## src/rtl/ins_encoder.sv

```systemverilog
// Instruction encoder and program loader: packs decoded instruction fields into
// 16-bit words, buffers them in a FIFO and writes them sequentially to instruction memory.
module ins_encoder #(
  parameter int          DEPTH     = 4,
  parameter logic [15:0] BASE_ADDR = 16'h0000,
  parameter int          MEM_WORDS = 256
) (
  input  logic        clk,
  input  logic        rst,
  input  logic        enc_valid,
  output logic        enc_ready,
  input  logic [1:0]  Ins_mode,
  input  logic [1:0]  Ins_byte,
  input  logic [3:0]  Ins_Opcode,
  input  logic [2:0]  Ins_Op1,
  input  logic [2:0]  Ins_Op2,
  input  logic [1:0]  Ins_OT,
  input  logic        prog_clear,
  input  logic        mem_ready,
  output logic        mem_we,
  output logic [15:0] mem_addr,
  output logic [15:0] mem_wdata,
  output logic [15:0] prog_count,
  output logic        mem_full
);

  localparam int          AW        = $clog2(DEPTH);
  localparam logic [15:0] LAST_ADDR = BASE_ADDR + 16'(MEM_WORDS - 1);
  localparam logic [AW:0] DEPTH_CNT = (AW + 1)'(DEPTH);

  typedef enum logic [1:0] {
    ST_IDLE  = 2'd0,
    ST_WRITE = 2'd1,
    ST_FULL  = 2'd2
  } state_t;

  function automatic logic [15:0] pack_fields(
    input logic [1:0] mode, input logic [1:0] byt, input logic [3:0] opc,
    input logic [2:0] op1,  input logic [2:0] op2, input logic [1:0] ot
  );
    return {mode, byt, opc, op1, op2, ot};
  endfunction

  state_t        state_r;
  state_t        state_next_s;
  logic [15:0]   fifo_mem_r [DEPTH];
  logic [AW-1:0] wr_ptr_r;
  logic [AW-1:0] rd_ptr_r;
  logic [AW:0]   cnt_r;
  logic [15:0]   addr_r;
  logic [15:0]   wdata_r;
  logic [15:0]   count_r;
  logic          mem_full_r;
  logic          mem_we_s;
  logic          enc_ready_s;
  logic          clear_s;
  logic          fifo_full_s;
  logic          fifo_empty_s;
  logic          push_s;
  logic          pop_s;
  logic          last_s;
  logic [15:0]   packed_s;

  assign clear_s      = rst || prog_clear;
  assign fifo_full_s  = (cnt_r == DEPTH_CNT);
  assign fifo_empty_s = (cnt_r == {(AW + 1){1'b0}});
  assign push_s       = enc_valid && enc_ready_s;
  assign pop_s        = (state_r == ST_WRITE) && mem_ready;
  assign last_s       = (addr_r == LAST_ADDR);
  assign packed_s     = pack_fields(Ins_mode, Ins_byte, Ins_Opcode, Ins_Op1, Ins_Op2, Ins_OT);

  // State register
  always_ff @(posedge clk) begin
    if (clear_s) begin
      state_r <= ST_IDLE;
    end else begin
      state_r <= state_next_s;
    end
  end

  // Next-state logic
  always_comb begin
    state_next_s = state_r;
    case (state_r)
      ST_IDLE: begin
        if (!fifo_empty_s) state_next_s = ST_WRITE;
        else               state_next_s = ST_IDLE;
      end
      ST_WRITE: begin
        if (mem_ready) state_next_s = last_s ? ST_FULL : ST_IDLE;
        else           state_next_s = ST_WRITE;
      end
      ST_FULL:  state_next_s = ST_FULL;
      default:  state_next_s = ST_IDLE;
    endcase
  end

  // Output decode; ready depends only on registered occupancy and the full flag
  always_comb begin
    mem_we_s    = 1'b0;
    enc_ready_s = !fifo_full_s && !mem_full_r;
    if (state_r == ST_WRITE) mem_we_s = 1'b1;
    else                     mem_we_s = 1'b0;
  end

  // FIFO storage; contents need no reset since the pointers define validity
  always_ff @(posedge clk) begin
    if (push_s && !clear_s) begin
      fifo_mem_r[wr_ptr_r] <= packed_s;
    end
  end

  // FIFO pointers, write address, word count and captured write data
  always_ff @(posedge clk) begin
    if (clear_s) begin
      wr_ptr_r   <= {AW{1'b0}};
      rd_ptr_r   <= {AW{1'b0}};
      cnt_r      <= {(AW + 1){1'b0}};
      addr_r     <= BASE_ADDR;
      count_r    <= 16'd0;
      mem_full_r <= 1'b0;
      wdata_r    <= 16'd0;
    end else begin
      if (push_s) wr_ptr_r <= wr_ptr_r + AW'(1);
      if (pop_s) begin
        rd_ptr_r <= rd_ptr_r + AW'(1);
        count_r  <= count_r + 16'd1;
        if (last_s) mem_full_r <= 1'b1;
        else        addr_r     <= addr_r + 16'd1;
      end
      case ({push_s, pop_s})
        2'b10:   cnt_r <= cnt_r + (AW + 1)'(1);
        2'b01:   cnt_r <= cnt_r - (AW + 1)'(1);
        default: cnt_r <= cnt_r;
      endcase
      // Head is latched on the way into WRITE so data stays put while stalled
      if ((state_r == ST_IDLE) && !fifo_empty_s) wdata_r <= fifo_mem_r[rd_ptr_r];
    end
  end

  assign enc_ready  = enc_ready_s;
  assign mem_we     = mem_we_s;
  assign mem_addr   = addr_r;
  assign mem_wdata  = wdata_r;
  assign prog_count = count_r;
  assign mem_full   = mem_full_r;

endmodule
```

## config.mk

```make
export PLATFORM = sky130hd
export DESIGN_NAME = ins_encoder
export DESIGN_NICKNAME = d
export VERILOG_FILES = /design/src/rtl/ins_encoder.sv
export SDC_FILE = /design/constraint.sdc
export NUM_CORES = 1
export LEC_CHECK = 0
export BUFFER_PORTS_ARGS = -buffer_cell sky130_fd_sc_hd__buf_2
export CORE_ASPECT_RATIO = 0.75
export CORE_MARGIN = 1
export CORE_UTILIZATION = 46
export DETAILED_ROUTE_END_ITERATION = 7
export GPL_TIMING_DRIVEN = 0
export PLACE_DENSITY = 0.69
export SLEW_MARGIN = 5
export SYNTH_ARGS = -nofsm -noshare
export SYNTH_HDL_FRONTEND = slang
export SYNTH_SLANG_ARGS = --single-unit
```

## constraint.sdc

```tcl
create_clock -name clk -period 2.26 [get_ports clk]
set_clock_uncertainty 0.2 [all_clocks]
set_input_delay 0.339 -clock clk [delete_from_list [all_inputs] [get_ports clk]]
set_output_delay 0.339 -clock clk [all_outputs]
set_load 0.005 [all_outputs]
```

==> results.yml, run 1 <==
run_status:
  status: "finished, final reports clean"
routing:
  drt-total-wl_mm: 11.4
  vias: 3627
  post_drt_wl_per_cell_um: 17.3
  first_pass_iters: 5
  routed_via_density: 5.52
  drcViolationCount: 0
  drt_iter0_drc: 219
  ant_nets: 0
cells_and_area:
  layout_commonest_cell: "buf_2"
  syn_to_final_growth_pct: 27.9
  layout_common_cells: "buf_2, edfxtp_1, dfxtp_1"
  fin_cells: 657
  multi_input_area_um2: 1800
  nets: 537
  regArea_um2: 3090
  fillers: 832
  drive_above_1_share: 0.288
  diodes: 0
synth:
  syn_area_per_cell_um2: 12.5
  synth-edff-count: 64
  synth_top_area_share: 0.388
  yosysUniqueCellTypes: 47
  postSynthCellCount: 396
  synth-main-ff-cell: "edfxtp_1"
  ys_warn_count: 0
  synth_area_leaders: "edfxtp_1, dfxtp_1, mux4_2"
  ys_seq_area_frac: 0.623
  synth-seq-cells: 122
  syn_area_um2: 4950
  yosysTopAreaCell: "edfxtp_1"
  syn_nets: 425
  synthArstFlopShare: 0
cts:
  cts_tree: "yes"
  cts_buffers: 17
  cts.path.max_buffers: 2
  h-tree-depth: 4
  clkTransAtPathRegs_ns: 0.05
  root_buffer: "clkbuf_16"
  clk_latency_ns: 0.41
  clock_sinks: 122
setup_path:
  worstSetupStartpointType: "register"
  required_ns: 2.39
  arrival_ns: 2.35
  worstSetupEndpointType: "register"
  worstSetupPathType: "reg -> reg"
  cp_max_fo: 7
floorplan:
  ios: 72
  fp-row-count: 32
  core_um2: 10400
  start_util: 0.478
  fp.dieH_um: 91.9
  die_w_um: 122
  die_area_um2: 11200
power:
  p_int_mw: 4.15
  totalPowerFinal_mw: 5.23
  p_sw_mw: 1.09
  power.share.combinational: 0.036
  swShare: 0.208
  vdd_ir_drop_max_mv: 0.571
  leakage_nw: 2.30
  clockPowerShare: 0.513
  p_per_area_nw_per_um2: 826
  seqPwrFrac: 0.452
global_route:
  antenna_found_initial: 0
  grt.total_usage: 0.219
  grt_max_degree: 17
  grt_pass1_wl_mm: 18.0
  gr-total-overflow: 0
  grt_pass1_vias: 3418
sta:
  tns_ns: 0
  min_period_ns: 2.22
  hold_viol: 0
  setup_ws_ns: 0.0422
  setup_viol: 0
  rsz0062_at_grt: "true"
  relSlewSlack: 0.521
  fmax_ghz: 0.451
  maxSlewViolCount: 0
  hold_ws_ns: 0.0470
  worst_pin_slew_ns: 0.718
  period_share: 0.981
placed_design:
  gp_congestion: 0.845
  port_buffers: 71
  place_ws_ns: -0.434
  dp_hpwl_mm: 7.24
  post-place-cells: 603
job:
  cap_violations: 0
min_path:
  hp-class: "in -> reg"
==> synth_stat cells, types with 2 or more instances <==
| cell type | number |
|---|---|
| o31ai_1 | 6 |
| nand4_1 | 7 |
| or4_4 | 2 |
| a21oi_1 | 35 |
| nor3_1 | 6 |
| nand2_1 | 51 |
| xnor2_1 | 9 |
| nor2b_1 | 2 |
| or3_1 | 12 |
| dfxtp_1 | 58 |
| ha_1 | 7 |
| or4_1 | 8 |
| o21ai_0 | 8 |
| o21a_1 | 2 |
| nor4_1 | 5 |
| edfxtp_1 | 64 |
| nand3_1 | 7 |
| and3_1 | 5 |
| mux2i_1 | 4 |
| and4_1 | 3 |
| clkbuf_1 | 12 |
| mux4_2 | 16 |
| nor2_1 | 24 |
| a31oi_1 | 2 |
| buf_2 | 2 |
| buf_1 | 2 |
| inv_1 | 11 |
| xor2_1 | 7 |
==> per-layer routing <==
| metal | track usage | share of wire | vias to the layer above |
|---|---|---|---|
| met5 | 0 | 0 | - |
| met4 | 0.0905 | 0.014 | 0 |
| met3 | 0.0603 | 0.058 | 16 |
| met2 | 0.334 | 0.47 | 130 |
| met1 | 0.295 | 0.46 | 1776 |
| li1 | - | - | 1705 |
==> kinds of logic (layout without fill, tap and decap cells) <==
kind of cell,Yosys count,in the layout,share of synthesized area
DFF,122,122,0.623
buffers and inverters,29,154,0.0232
AOI/OAI and AO/OA,59,59,0.0692
and+or+nand+nor,142,142,0.154
adders and majority gates,8,8,0.0217
muxes,20,20,0.0809
xor gates and xnor gates,16,16,0.0283
==> area by class of cell <==
cell class                      count  area share
Buffer                             17      0.0130
Clock buffer                       18      0.0678
Clock inverter                     14      0.0245
Inverter                           12     0.00751
Multi-Input combinational cell    245       0.284
Sequential cell                   122       0.488
Tap cell                          136      0.0269
Timing Repair Buffer               93      0.0885
==> worst max-delay path: stages, from the launching register on <==
cell and delay, ns:
dfxtp_4 0.36, nand3b_1 0.21, clkbuf_8 0.18, inv_4 0.07
ha_4 0.13, inv_1 0.05, fa_2 0.34, xor2_1 0.15
or3_1 0.31, a21oi_1 0.14
==> repair_timing <==
action	CTS	global route
hold buffers	16	0
resized for setup	13	8
hold endpoints to repair	64	0
pin swaps	0	3
setup endpoints to repair	67	28
setup buffers	1	5
==> stage by stage <==
step,util,area (um2)
detailed placement,0.529,5480
CTS,0.605,6270
global placement,0.529,5480
finish,0.611,6330
floorplan,-,4960
global route,0.611,6330
==> power by group through the flow <==
stage	Combinational [mW]	Sequential, mW	Clock [mW]
after CTS	0.181	2.36	2.72
after floorplan	0.0797	2.41	0
after global routing	0.206	2.36	2.83
after global placement	0.147	2.41	0
final	0.187	2.36	2.68
after detailed placement	0.153	2.41	0
==> state kept, by name (all words and copies together) (netlist names) <==
signal,cells
fifo_mem_r,64
mem_addr,16
mem_wdata,16
prog_count,16
cnt_r,3
rd_ptr_r,2
state_r,2
wr_ptr_r,2
mem_full,1
==> path summary, 6_finish.rpt <==
check | from | to | slack [ns] | cells after the start
max | state_r[1]$_SDFF_PP0_ | cnt_r[2]$_SDFFE_PP0P_ | 0.04 | 9
min | mem_ready | state_r[0]$_SDFF_PP0_ | 0.05 | 3
max reg2reg | state_r[1]$_SDFF_PP0_ | cnt_r[2]$_SDFFE_PP0P_ | 0.04 | 9
min reg2reg | mem_wdata[13]$_SDFFE_PP0N_ | mem_wdata[13]$_SDFFE_PP0N_ | 0.25 | 2
Power figures use the tool's default switching activity.
==> run 2: changes to the inputs <==
PLACE_DENSITY = 0.66   (was 0.69)
clock period = 2.25 ns   (was 2.26 ns; I/O delays follow)
==> results.yml, run 2 (synthesis results as in run 1) <==
run_status:
  status: "complete, but fails checks"
  failed_checks: "setup timing"
setup_path:
  worstSetupPathType: "reg -> reg"
  arrival_ns: 2.41
  slowest_delay_ns: 0.39
  reg2reg_setup_slack_ns: -0.02
  required_ns: 2.39
  worstSetupStartpointType: "register"
  slowest_stage: "or3_1"
  cp_max_fo: 8
  path_cells: "nand3b_1 -> buf_8 -> clkinv_8 -> ha_4 -> inv_2 -> fa_2 -> xor2_2 -> or3_1 -> a21oi_2"
  worstSetupEndpointType: "register"
sta:
  rsz0062_at_grt: "true"
  setup_viol: 1
  hold_viol: 0
  setup_ws_ns: -0.0220
  fmax_ghz: 0.440
  maxSlewViolCount: 0
  relSlewSlack: 0.517
  min_period_ns: 2.27
  worst_pin_slew_ns: 0.724
  period_share: 1.01
cts:
  cts.path.max_buffers: 2
  clk_latency_ns: 0.41
  clock_sinks: 122
  cts_buffers: 17
  cts_tree: "yes"
  h-tree-depth: 4
  root_buffer: "clkbuf_16"
  clkTransAtPathRegs_ns: 0.05
routing:
  wl_met2_mm: 5.25
  ant_nets: 0
  drt-total-wl_mm: 11.2
  drcViolationCount: 0
  first_pass_iters: 4
  routed_via_density: 5.44
  wl_met3_um: 527
  drt_iter0_drc: 249
  wl_met1_mm: 5.26
  routed.top_layer: "met4"
  post_drt_wl_per_cell_um: 17.0
  vias: 3582
job:
  cap_violations: 0
cells_and_area:
  drive_above_1_share: 0.291
  syn_to_final_growth_pct: 27.7
  layout_commonest_cell: "buf_2"
  top_register: "fifo_mem_r"
  utilization: 0.610
  diodes: 0
  largest_register_ffs: 64
  nets: 539
  layout_common_cells: "buf_2, edfxtp_1, dfxtp_1"
  fin_cells: 659
power:
  totalPowerFinal_mw: 4.96
  leakage_nw: 2.29
  p_per_area_nw_per_um2: 784
  vdd_ir_drop_max_mv: 0.678
global_route:
  grt_pass1_vias: 3451
  antenna_found_initial: 0
  grt.total_usage: 0.211
  grt_max_degree: 17
  gr-total-overflow: 0
  grt_pass1_wl_mm: 17.5
floorplan:
  fp-row-count: 32
  start_util: 0.478
  ios: 72
  die_w_um: 122
  die_area_um2: 11200
  core_um2: 10400
  fp.dieH_um: 91.9
placed_design:
  post-place-cells: 603
  place_ws_ns: -0.508
  dp_hpwl_mm: 7.06
  port_buffers: 71
  gp_congestion: 0.823
min_path:
  hp-class: "in -> reg"
## run 2: cell count changes in the layout (fill, tap and decap cells not counted), moves of 2 or more
cell,previous run,this run
bufinv_16,3,0
clkbuf_1,11,18
clkbuf_8,1,3
clkinv_1,2,0
clkinv_4,2,0
clkinvlp_4,2,0
nor3_1,5,3
nor3_2,1,3
## run 2: path summary, 6_finish.rpt
| path | to | start | cells after the start |
|---|---|---|---|
| max | cnt_r[2]$_SDFFE_PP0P_ | state_r[1]$_SDFF_PP0_ | 9 |
| min | state_r[0]$_SDFF_PP0_ | mem_ready | 3 |
| max reg2reg | cnt_r[2]$_SDFFE_PP0P_ | state_r[1]$_SDFF_PP0_ | 9 |
| min reg2reg | mem_wdata[10]$_SDFFE_PP0N_ | mem_wdata[10]$_SDFFE_PP0N_ | 2 |
## run 2: routing by layer
metal / up-vias / global-route usage
met5: - / 0
met4: 0 / 0.0916
met3: 17 / 0.0535
met2: 95 / 0.322
met1: 1762 / 0.286
li1: 1708 / -
## run 2: area by class of cell
| cell class | instances | area, um2 |
|---|---|---|
| Clock inverter | 4 | 20.0 |
| Sequential cell | 122 | 3090 |
| Tap cell | 136 | 170 |
| Fill cell | 808 | 4050 |
| Timing Repair Buffer | 95 | 576 |
| Inverter | 12 | 57.6 |
| Buffer | 17 | 87.6 |
| Multi-Input combinational cell | 245 | 1830 |
| Clock buffer | 28 | 497 |
## run 2: repair_timing
action	in CTS	in global routing
setup buffers	0	8
endpoints found under the setup margin	68	21
resized for setup	16	15
gates cloned	0	0
hold endpoints to repair	64	0
hold buffers	16	0
pin swaps	0	6
## run 2: critical path: cells and delay by family (launching register included)
kind / cells / cell delay, ns
and+or+nand+nor: 2 / 0.60
adders and majority gates: 2 / 0.49
DFF: 1 / 0.35
buffers and inverters: 3 / 0.27
xor gates and xnor gates: 1 / 0.16
AOI/OAI and AO/OA: 1 / 0.12
## run 2: power by group
part,switching (mW),internal [mW]
Combinational,0.109,0.0775
Clock,0.912,1.49
Sequential,0.0105,2.36
## run 2: stage by stage
stage	hold slack, ns	cell area, um2	TNS [ns]
after floorplan	0.236	4960	0
after global placement	0.242	5480	-25.14
after detailed placement	0.247	5480	-24.74
after CTS	0.0417	6210	-0.0221
after global routing	0.0708	6320	-0.120
final	0.0498	6320	-0.0220
